## src/rtl/bp_common_pkg.sv

```systemverilog
`default_nettype none
// ============================================================================
// Module      : bp_common_pkg
// Description : Shared types for the BlackParrot interface monitor:
//               error codes and per-channel monitor FSM states.
// Revision    : 1.0 - initial release
// ============================================================================
package bp_common_pkg;

    // Sticky error codes reported per channel (lower value wins on a tie)
    typedef enum logic [2:0] {
        e_mon_none     = 3'd0,
        e_mon_drop     = 3'd1,
        e_mon_unstable = 3'd2,
        e_mon_timeout  = 3'd3,
        e_mon_yumi_nov = 3'd4
    } bp_if_mon_err_e;

    // Per-channel handshake tracking state
    typedef enum logic [1:0] {
        e_idle  = 2'd0,
        e_stall = 2'd1,
        e_error = 2'd2
    } bp_if_mon_state_e;

endpackage : bp_common_pkg
`default_nettype wire

```

## src/rtl/bp_nonsynth_if_monitor_channel.sv

```systemverilog
`default_nettype none
// ============================================================================
// Module      : bp_nonsynth_if_monitor_channel
// Description : Single-channel valid/ready (or valid/yumi) protocol checker.
//               Tracks stalls, captures the stalled payload, counts accepted
//               handshakes and latches the first protocol error.
//               Optional macro BP_NONSYNTH_IF_MONITOR_HALT_EN: report the
//               first error with $error and end simulation one cycle later.
// Revision    : 1.0 - initial release
// ============================================================================
module bp_nonsynth_if_monitor_channel
    import bp_common_pkg::*;
#(
    parameter int data_width_p  = 64,
    parameter int timeout_p     = 1024,
    parameter int yumi_mode_p   = 0,
    parameter int count_width_p = 32
) (
    input  logic                     i_clk,
    input  logic                     i_rst,
    input  logic                     i_clear,
    input  logic                     i_v,
    input  logic                     i_ready_yumi,
    input  logic [data_width_p-1:0]  i_data,
    output logic                     o_err,
    output logic [2:0]               o_err_code,
    output logic [count_width_p-1:0] o_txn_count,
    output logic [count_width_p-1:0] o_stall_cnt
);

    localparam logic [count_width_p-1:0] c_timeout = count_width_p'(timeout_p);

    bp_if_mon_state_e         r_state;
    bp_if_mon_err_e           r_err_code;
    logic                     r_err;
    logic [data_width_p-1:0]  r_cap;
    logic [count_width_p-1:0] r_stall_cnt;
    logic [count_width_p-1:0] r_count;

    logic                     w_hs;
    logic                     w_drop;
    logic                     w_unstable;
    logic                     w_timeout;
    logic                     w_yumi_nov;
    logic                     w_err_new;
    bp_if_mon_err_e           w_code;

    assign w_hs       = i_v & i_ready_yumi;
    assign w_drop     = (r_state == e_stall) & ~i_v;
    assign w_unstable = (r_state == e_stall) & i_v & (i_data != r_cap);
    assign w_timeout  = (timeout_p != 0) && (r_state == e_stall) && (r_stall_cnt == c_timeout);
    assign w_yumi_nov = (yumi_mode_p != 0) && i_ready_yumi && !i_v;

    // Pick the lowest-numbered error detected this cycle
    always_comb begin
        w_code = e_mon_none;
        if (w_drop)          w_code = e_mon_drop;
        else if (w_unstable) w_code = e_mon_unstable;
        else if (w_timeout)  w_code = e_mon_timeout;
        else if (w_yumi_nov) w_code = e_mon_yumi_nov;
    end

    // Only the first error is recorded; e_error absorbs until clear/reset
    assign w_err_new = (w_code != e_mon_none) && (r_state != e_error);

    // Channel FSM, capture register, stall and transaction counters
    always_ff @(posedge i_clk or posedge i_rst) begin
        if (i_rst) begin
            r_state     <= e_idle;
            r_err       <= 1'b0;
            r_err_code  <= e_mon_none;
            r_cap       <= '0;
            r_stall_cnt <= '0;
            r_count     <= '0;
        end else if (i_clear) begin
            r_state     <= e_idle;
            r_err       <= 1'b0;
            r_err_code  <= e_mon_none;
            r_stall_cnt <= '0;
            r_count     <= '0;
        end else begin
            // Accepted handshakes are counted in every state, saturating
            if (w_hs && (r_count != '1)) begin
                r_count <= r_count + 1'b1;
            end
            if (w_err_new) begin
                r_state    <= e_error;
                r_err      <= 1'b1;
                r_err_code <= w_code;
            end else begin
                case (r_state)
                    e_idle: begin
                        if (i_v && !i_ready_yumi) begin
                            r_cap       <= i_data;
                            r_stall_cnt <= {{(count_width_p-1){1'b0}}, 1'b1};
                            r_state     <= e_stall;
                        end
                    end
                    e_stall: begin
                        if (w_hs) begin
                            r_stall_cnt <= '0;
                            r_state     <= e_idle;
                        end else if (r_stall_cnt != '1) begin
                            r_stall_cnt <= r_stall_cnt + 1'b1;
                        end
                    end
                    default: begin
                        r_state <= e_error;
                    end
                endcase
            end
        end
    end

`ifdef BP_NONSYNTH_IF_MONITOR_HALT_EN
    logic [63:0] r_cycle;
    logic        r_halt;

    // Report the first latched error, then end the simulation one cycle later
    always_ff @(posedge i_clk or posedge i_rst) begin
        if (i_rst) begin
            r_cycle <= '0;
            r_halt  <= 1'b0;
        end else begin
            r_cycle <= r_cycle + 1'b1;
            if (w_err_new && !i_clear) begin
                $error("%m: protocol error code %0d at cycle %0d, captured %h current %h",
                       w_code, r_cycle, r_cap, i_data);
                r_halt <= 1'b1;
            end
            if (r_halt) begin
                $finish;
            end
        end
    end
`endif

    assign o_err       = r_err;
    assign o_err_code  = r_err_code;
    assign o_txn_count = r_count;
    assign o_stall_cnt = r_stall_cnt;

endmodule : bp_nonsynth_if_monitor_channel
`default_nettype wire

```

## src/rtl/bp_nonsynth_if_monitor.sv

```systemverilog
`default_nettype none
// ============================================================================
// Module      : bp_nonsynth_if_monitor
// Description : Passive multi-channel protocol monitor for BlackParrot
//               valid/ready and valid/yumi interfaces. One checker per
//               channel, plus a running worst-case stall and an error OR.
//               Optional macro BP_NONSYNTH_IF_MONITOR_HALT_EN (see channel).
// Revision    : 1.0 - initial release
// ============================================================================
module bp_nonsynth_if_monitor
    import bp_common_pkg::*;
#(
    parameter int num_channels_p = 4,
    parameter int data_width_p   = 64,
    parameter int timeout_p      = 1024,
    parameter int yumi_mode_p    = 0,
    parameter int count_width_p  = 32
) (
    input  logic                                    clk_i,
    input  logic                                    reset_i,
    input  logic                                    clear_i,
    input  logic [num_channels_p-1:0]               v_i,
    input  logic [num_channels_p-1:0]               ready_yumi_i,
    input  logic [num_channels_p*data_width_p-1:0]  data_i,
    output logic [num_channels_p-1:0]               err_o,
    output logic [num_channels_p*3-1:0]             err_code_o,
    output logic [num_channels_p*count_width_p-1:0] txn_count_o,
    output logic [count_width_p-1:0]                max_stall_o,
    output logic                                    any_err_o
);

    logic [count_width_p-1:0] w_stall [num_channels_p];
    logic [count_width_p-1:0] w_max_now;
    logic [count_width_p-1:0] r_max_stall;

    for (genvar gi = 0; gi < num_channels_p; gi++) begin : g_ch
        bp_nonsynth_if_monitor_channel #(
            .data_width_p  (data_width_p),
            .timeout_p     (timeout_p),
            .yumi_mode_p   (yumi_mode_p),
            .count_width_p (count_width_p)
        ) u_ch (
            .i_clk        (clk_i),
            .i_rst        (reset_i),
            .i_clear      (clear_i),
            .i_v          (v_i[gi]),
            .i_ready_yumi (ready_yumi_i[gi]),
            .i_data       (data_i[gi*data_width_p +: data_width_p]),
            .o_err        (err_o[gi]),
            .o_err_code   (err_code_o[gi*3 +: 3]),
            .o_txn_count  (txn_count_o[gi*count_width_p +: count_width_p]),
            .o_stall_cnt  (w_stall[gi])
        );
    end

    // Worst stall seen so far, including any stall still in progress
    always_comb begin
        w_max_now = r_max_stall;
        for (int i = 0; i < num_channels_p; i++) begin
            if (w_stall[i] > w_max_now) begin
                w_max_now = w_stall[i];
            end
        end
    end

    // Remember completed stalls after their channel counter returns to zero
    always_ff @(posedge clk_i or posedge reset_i) begin
        if (reset_i) begin
            r_max_stall <= '0;
        end else if (clear_i) begin
            r_max_stall <= '0;
        end else begin
            r_max_stall <= w_max_now;
        end
    end

    assign max_stall_o = w_max_now;
    assign any_err_o   = |err_o;

endmodule : bp_nonsynth_if_monitor
`default_nettype wire

```

## config.mk

```make
export PLATFORM = sky130hd
export DESIGN_NAME = bp_nonsynth_if_monitor
export DESIGN_NICKNAME = d
export VERILOG_FILES = /design/src/rtl/bp_common_pkg.sv /design/src/rtl/bp_nonsynth_if_monitor_channel.sv /design/src/rtl/bp_nonsynth_if_monitor.sv
export SDC_FILE = /design/constraint.sdc
export NUM_CORES = 2
export LEC_CHECK = 0
export BUFFER_PORTS_ARGS = -buffer_cell sky130_fd_sc_hd__buf_2
export CAP_MARGIN = 20
export CELL_PAD_IN_SITES_DETAIL_PLACEMENT = 1
export CELL_PAD_IN_SITES_GLOBAL_PLACEMENT = 2
export CORE_UTILIZATION = 40
export DETAILED_ROUTE_END_ITERATION = 8
export HOLD_SLACK_MARGIN = 0.02
export PLACE_DENSITY = 0.95
export SLEW_MARGIN = 30
export SYNTH_ARGS = -nofsm -noshare
export SYNTH_HDL_FRONTEND = slang
export SYNTH_SLANG_ARGS = --single-unit
```

## constraint.sdc

```tcl
create_clock -name clk_i -period 40 [get_ports clk_i]
set_clock_uncertainty 0.05 [all_clocks]
set_input_delay 4 -clock clk_i [delete_from_list [all_inputs] [get_ports clk_i]]
set_output_delay 4 -clock clk_i [all_outputs]
set_load 0.005 [all_outputs]
```

# Yosys cells after proc, flatten, opt, wreduce, memory -nomap -nowiden

Index checks and enable logic that the tools add are counted.
W data, S select, Z words.

Bits in registers: 568
Bits of input ports: 267
Output and inout bits: 177
Logic and storage cells: 244

Add/subtract/negate cells: 8
$lt $le $gt $ge: 4
Eq/ne operators: 44
Multiplexer cells: 85
Bitwise operators: 25
Reductions and logical operators: 53

Operator list:

| operator                | count |
|---|---|
| $mux W32                | 33 |
| $add A32 B1 Y32 const B | 8 |
| $ne A32 B32 Y1 const B  | 8 |
| $ne A64 B64 Y1          | 4 |
| $pmux W32 S2            | 4 |
| $eq A32 B11 Y1 const B  | 4 |
| $gt A32 B32 Y1          | 4 |
| $mux W3                 | 16 |
| $mux W2                 | 20 |
| $ne A4 B2 Y1 const B    | 8 |
| $reduce_and A4 Y1       | 8 |
| $reduce_bool A3 Y1      | 8 |
| $and A1 B1 Y1           | 16 |
| $logic_and A1 B1 Y1     | 16 |
| $ne A2 B2 Y1 const B    | 8 |
| $ne A4 B3 Y1 const B    | 4 |
| $pmux W2 S2             | 4 |
| $reduce_bool A2 Y1      | 8 |
| $ne A3 B2 Y1 const B    | 4 |
| $not A1 Y1              | 9 |
| $eq A2 B1 Y1 const B    | 4 |
| $logic_not A2 Y1        | 4 |
| $mux W1                 | 8 |
| $reduce_and A2 Y1       | 4 |
| other kinds (2)         | 5 |

# Longest topological paths before layout

Depth after elaboration: 9
Depth in mapped cells: 49
Gate-level depth less buffers: 43

# Hierarchy

From an unflattened synthesis, not the netlist that was laid out.

Cells, all modules: 3437
Area total of the unflattened synthesis: 34215.3 um^2

Modules (own cells, without submodules):

| module                                            | instances | cells an instance | area an instance (um^2) | sequential area each (um^2) |
|---|---|---|---|---|
| bp_nonsynth_if_monitor_channel (g_ch[0].u_ch ...) | 3         | 694               | 7180.6                  | 3328.2 |
| bp_nonsynth_if_monitor_channel (g_ch[3].u_ch)     | 1         | 647               | 6857.8                  | 3328.2 |
| bp_nonsynth_if_monitor                            | 1         | 708               | 5815.6                  | 800.8 |

# Worst setup path before layout

OpenSTA, ideal clock, no wires.

Path kind: reg2out
Start point: register g_ch[0].u_ch.r_stall_cnt[15]
End point: output max_stall_o[0]
Arrival time: 9.816 ns
Data required time: 35.950 ns
Setup slack: 26.134 ns
Cell stages (with the launch flop): 47
Buffers on the path: 5
Cell sequence: dfrtp_1 ha_1 a21oi_1 o21ai_0 a31o_2 o311a_2 nor2_1 clkbuf_1 mux2i_1 ha_1 a21oi_1 o21ai_0 or3_1 nor3_1 a311o_1 o21a_4 nor3_4 buf_1 [... 11 more ...] o31a_1 clkbuf_1 o21ai_1 and2_1 ha_1 a21o_1 a21o_1 a21o_1 a21o_1 a21o_1 a21o_1 a21oi_1 o21ai_0 nand2_1 and2_1 clkbuf_1 clkbuf_1 a31oi_1

Longest elaborated chain between the ends: 8

RTL lines:

| item                     | RTL line                              | source |
|---|---|---|
| start: declaration       | bp_nonsynth_if_monitor_channel.sv:37  | `logic [count_width_p-1:0] r_stall_cnt;` |
| start signal: assignment | bp_nonsynth_if_monitor_channel.sv:95  | `r_stall_cnt <= {{(count_width_p-1){1'b0}}, 1'b1};` |
| start signal: assignment | bp_nonsynth_if_monitor_channel.sv:104 | `r_stall_cnt <= r_stall_cnt + 1'b1;` |
| $gt A32 B32 Y1           | bp_nonsynth_if_monitor.sv:60          | `if (w_stall[i] > w_max_now) begin` |
| $mux W32 (*)             | bp_nonsynth_if_monitor.sv:60          |  |
| $gt A32 B32 Y1           | bp_nonsynth_if_monitor.sv:60          |  |
| $mux W32 (*)             | bp_nonsynth_if_monitor.sv:60          |  |
| $gt A32 B32 Y1           | bp_nonsynth_if_monitor.sv:60          |  |
| $mux W32 (*)             | bp_nonsynth_if_monitor.sv:60          |  |
| $gt A32 B32 Y1           | bp_nonsynth_if_monitor.sv:60          |  |
| $mux W32 (*)             | bp_nonsynth_if_monitor.sv:60          |  |
| end: declaration         | bp_nonsynth_if_monitor.sv:28          | `output logic [count_width_p-1:0] max_stall_o,` |

Every way passes the cells marked *; elsewhere a longest branch is shown, timed or not.

# Worst setup path in the final report

Start point: register g_ch[0].u_ch.r_stall_cnt[23]
End point: output max_stall_o[30]

Same word-level chain as after synthesis.

==> impl_metrics.xml <==
<?xml version="1.0" encoding="UTF-8"?>
<metrics>
  <group name="status">
    <metric name="run_status" unit="">finished clean</metric>
  </group>
  <group name="timing">
    <metric name="unrepaired_setup_endpoints_after_global_routing" unit="">no</metric>
    <metric name="finalCriticalPeriod" unit="ps">16680</metric>
    <metric name="tightest_slew" unit="ps">1020</metric>
    <metric name="final-max-slew-violation-count" unit="">0</metric>
    <metric name="maxSlewHeadroom" unit="">0.316</metric>
    <metric name="setup_violations" unit="">0</metric>
    <metric name="post-route-period-util" unit="">0.417</metric>
    <metric name="setup-tns-final" unit="ps">0</metric>
    <metric name="hold_viol_final" unit="">0</metric>
    <metric name="fmax" unit="GHz">0.0600</metric>
  </group>
  <group name="clock_network">
    <metric name="tritoncts_num_sinks" unit="">564</metric>
    <metric name="clock_latency" unit="ps">640</metric>
    <metric name="tritoncts.num_buffers" unit="">71</metric>
    <metric name="clockRootBuffer" unit="">clkbuf_16</metric>
    <metric name="post_cts_buffers" unit="">0</metric>
    <metric name="clk_pin_slew_worst_paths" unit="ps">60</metric>
    <metric name="clockBufferDepth" unit="">3</metric>
    <metric name="cts.hold.buffers_added" unit="">0</metric>
    <metric name="tritoncts" unit="">done</metric>
    <metric name="clock_tree.htree_level_count" unit="">3</metric>
    <metric name="post_cts_gate_resize_count" unit="">0</metric>
  </group>
  <group name="worst_setup_path">
    <metric name="cell_occurring_most_often_along_the_worst_timing_path" unit="">o21a_1</metric>
    <metric name="cp_slowest_cell" unit="">buf_4</metric>
    <metric name="worst-path-max-fanout" unit="">64</metric>
    <metric name="setup.worst_path.start_class" unit="">register</metric>
    <metric name="required" unit="ps">35950</metric>
    <metric name="critical-path-max-stage-delay" unit="ps">640</metric>
    <metric name="timing.critical_path.max_delay_family" unit="">compound AO/OA/AOI/OAI gates</metric>
    <metric name="critical_path_buf_inv_count" unit="">6</metric>
    <metric name="worst_ep_arrival_time" unit="ps">12630</metric>
    <metric name="category_of_the_critical_setup_timing_path" unit="">register to output pin</metric>
    <metric name="setup.worst_path.end_class" unit="">output pin</metric>
  </group>
  <group name="final_layout">
    <metric name="nets_finish" unit="">4133</metric>
    <metric name="flow.area_growth_from_synthesis" unit="%">17.7</metric>
    <metric name="post_route_cells_drive_above_1_share" unit="">0.245</metric>
    <metric name="regArea" unit="mm^2">0.0141</metric>
    <metric name="filler_cell_count" unit="">9289</metric>
    <metric name="multi_input_comb_area" unit="mm^2">0.0179</metric>
    <metric name="stdcell_area" unit="mm^2">0.0389</metric>
    <metric name="final_cells" unit="">4886</metric>
  </group>
  <group name="placement">
    <metric name="numPortBuffers" unit="">439</metric>
    <metric name="placedCellCount" unit="">4724</metric>
    <metric name="routabilityCongestion" unit="">0.971</metric>
    <metric name="placement.cell_area" unit="mm^2">0.0364</metric>
    <metric name="detailedPlacementHpwl" unit="mm">81.5</metric>
  </group>
  <group name="detailed_routing">
    <metric name="avgViaCountPerCell" unit="">5.75</metric>
    <metric name="ant_nets" unit="">0</metric>
    <metric name="number_of_search_and_repair_iterations_in_the_first_detailed_routing_pass" unit="">5</metric>
    <metric name="average_wire_per_standard_cell" unit="um">22.9</metric>
    <metric name="finalWirelength" unit="mm">112</metric>
    <metric name="initial_drc_count" unit="">1734</metric>
    <metric name="via_count" unit="">28100</metric>
    <metric name="detail_route.drc_violations" unit="">0</metric>
  </group>
  <group name="synth">
    <metric name="async_flop_share" unit="">1.00</metric>
    <metric name="post_synthesis_instance_area" unit="mm^2">0.0331</metric>
    <metric name="synthFlopType" unit="">dfrtp_1</metric>
    <metric name="synth_sequential_area_ratio" unit="">0.426</metric>
    <metric name="synthesis.area_per_instance" unit="um^2">9.94</metric>
    <metric name="synth-warning-count" unit="">0</metric>
    <metric name="ys_seq_elements" unit="">564</metric>
    <metric name="synth_enable_flop_cells" unit="">0</metric>
    <metric name="synth_cell_types" unit="">80</metric>
    <metric name="syn_inst" unit="">3331</metric>
  </group>
  <group name="grt">
    <metric name="grt_pass1_wl" unit="mm">171</metric>
    <metric name="first_global_vias" unit="">29000</metric>
    <metric name="grt_antenna_before_repair" unit="">32</metric>
    <metric name="overflow" unit="">0</metric>
    <metric name="grtUsageTotal" unit="">0.260</metric>
    <metric name="grt_start_max_net_pins" unit="">160</metric>
  </group>
  <group name="floorplanning">
    <metric name="dieArea" unit="mm^2">0.0839</metric>
    <metric name="start_util" unit="">0.404</metric>
    <metric name="die_width" unit="um">290</metric>
    <metric name="placement_rows" unit="">105</metric>
    <metric name="die_h" unit="um">290</metric>
    <metric name="core_region_area" unit="mm^2">0.0820</metric>
    <metric name="design.portCount" unit="">444</metric>
  </group>
  <group name="pwr">
    <metric name="leakagePower" unit="nW">17.1</metric>
    <metric name="peakVddDrop" unit="V">0.0000399</metric>
    <metric name="total_power" unit="W">0.00205</metric>
    <metric name="pwr_density_cell" unit="mW/mm^2">52.5</metric>
  </group>
  <group name="hold_path">
    <metric name="hp-class" unit="">register to register</metric>
  </group>
  <group name="job">
    <metric name="max-cap-violations" unit="">0</metric>
  </group>
</metrics>
-- worst reg2reg max path, delay by kind of cell, from the launching register on --
family | cells | cell delay, ps
AOI/OAI and AO/OA | 23 | 4560
and+or+nand+nor | 8 | 2120
buffers and inverters | 5 | 1910
adders and majority gates | 4 | 1280
muxes | 3 | 1210
DFF | 1 | 480
-- placed cells by master, fill, tap and decap left out, types with 33 or more instances in the layout --
cell type  synthesis  final
and2_1            49     48
xnor2_1          223    223
inv_1            132    131
mux2i_1           64     64
dfrtp_1          564    564
and3_1            57     57
nand4_1          140    140
a31oi_1           69     68
mux2_2           247    247
nor2_1           246    244
o31ai_1           34     33
clkbuf_16          0     72
nand3_1          137    137
a21oi_1          129    129
diode_2            0     35
buf_2              4    438
xor2_1           135    135
nand2_1          179    179
ha_1             137    137
nor4_1            59     59
o21ai_0          236    236
-- layer usage --
metal | global-route usage | part of all wire | vias to the layer above
met2 | 0.421 | 0.48 | 817
li1 | - | - | 12800
met4 | 0.119 | 0.045 | 2
met5 | 0 | 0.00014 | -
met3 | 0.0489 | 0.056 | 261
met1 | 0.338 | 0.42 | 14200
-- report_power, final --
| part | leakage (nW) | internal, W | total [W] | switching, W |
|---|---|---|---|---|
| Combinational | 8.64 | 0.000281 | 0.000677 | 0.000396 |
| Sequential | 7.31 | 0.000647 | 0.000703 | 0.0000556 |
| Clock | 1.19 | 0.000390 | 0.000666 | 0.000276 |
| Total | 17.1 | 0.00132 | 0.00205 | 0.000728 |
-- worst paths after layout --
kind | from | depth (start not counted) | end | slack, ps
setup / recovery | g_ch[0].u_ch.o_stall_cnt[23]$_DFFE_PP0P_ | 44 | max_stall_o[30] | 23320
hold / removal | g_ch[3].u_ch.r_cap[49]$_DFFE_PP0P_ | 1 | g_ch[3].u_ch.r_cap[49]$_DFFE_PP0P_ | 460
setup reg to reg | g_ch[0].u_ch.o_stall_cnt[23]$_DFFE_PP0P_ | 43 | r_max_stall[9]$_DFF_PP0_ | 28170
hold reg to reg | g_ch[3].u_ch.r_cap[49]$_DFFE_PP0P_ | 1 | g_ch[3].u_ch.r_cap[49]$_DFFE_PP0P_ | 460
max in group asynchronous | reset_i | 5 | g_ch[1].u_ch.r_cap[30]$_DFFE_PP0P_ | 34360
min in group asynchronous | reset_i | 2 | g_ch[3].u_ch.r_cap[42]$_DFFE_PP0P_ | 3440
-- cells in the mapped netlist, drive strengths merged, types with 52 or more instances --
cell type  count  area (um^2)
dfrtp        564        14100
nand3        137          686
nand4        142          910
o21ai        267         1410
clkbuf       132          497
a21oi        129          646
nor4          59          369
xor2         135         1180
and2          52          327
nand2        179          672
mux2         257         2890
mux2i         64          641
and3          57          357
nor2         246          923
a31oi         69          432
xnor2        223         1950
ha           137         1710
inv          132          495
-- cells by family (layout without fill, tap and decap cells) --
| kind of cell | after synthesis | after routing | share of synthesized area |
|---|---|---|---|
| flops | 564 | 564 | 0.426 |
| compound gates | 641 | 641 | 0.126 |
| mux | 321 | 321 | 0.107 |
| xor+xnor | 358 | 358 | 0.0947 |
| simple gates | 1024 | 1024 | 0.160 |
| buf+inv | 285 | 732 | 0.0342 |
| other cells | 1 | 39 | 0.000113 |
| fa+ha+maj | 137 | 137 | 0.0518 |
-- sequential cells by signal, indices dropped and copies added, names as in the netlist --
signal                 cells
g_ch.u_ch.o_stall_cnt    128
g_ch.u_ch.o_err_code       8
g_ch.u_ch.o_err            4
g_ch.u_ch.o_txn_count    128
g_ch.u_ch.r_state          8
r_max_stall               32
g_ch.u_ch.r_cap          256
-- final cells by class --
type | count | share of cell area
multi-input cells | 2485 | 0.461
flip-flops and latches | 564 | 0.362
repair buffers | 475 | 0.0654
clock buffers | 94 | 0.0517
well taps | 1070 | 0.0344
inverters | 132 | 0.0129
clock inverters | 31 | 0.0102
diodes | 35 | 0.00225
-- through the flow --
step,setup WS (ps),hold WS (ps),util
global placement,24530,439,0.444
detailed placement,24250,445,0.444
CTS,23470,465,0.473
floorplan,20180,430,-
finish,23320,457,0.475
global route,22560,483,0.475
(Power assumes the default switching activity.)
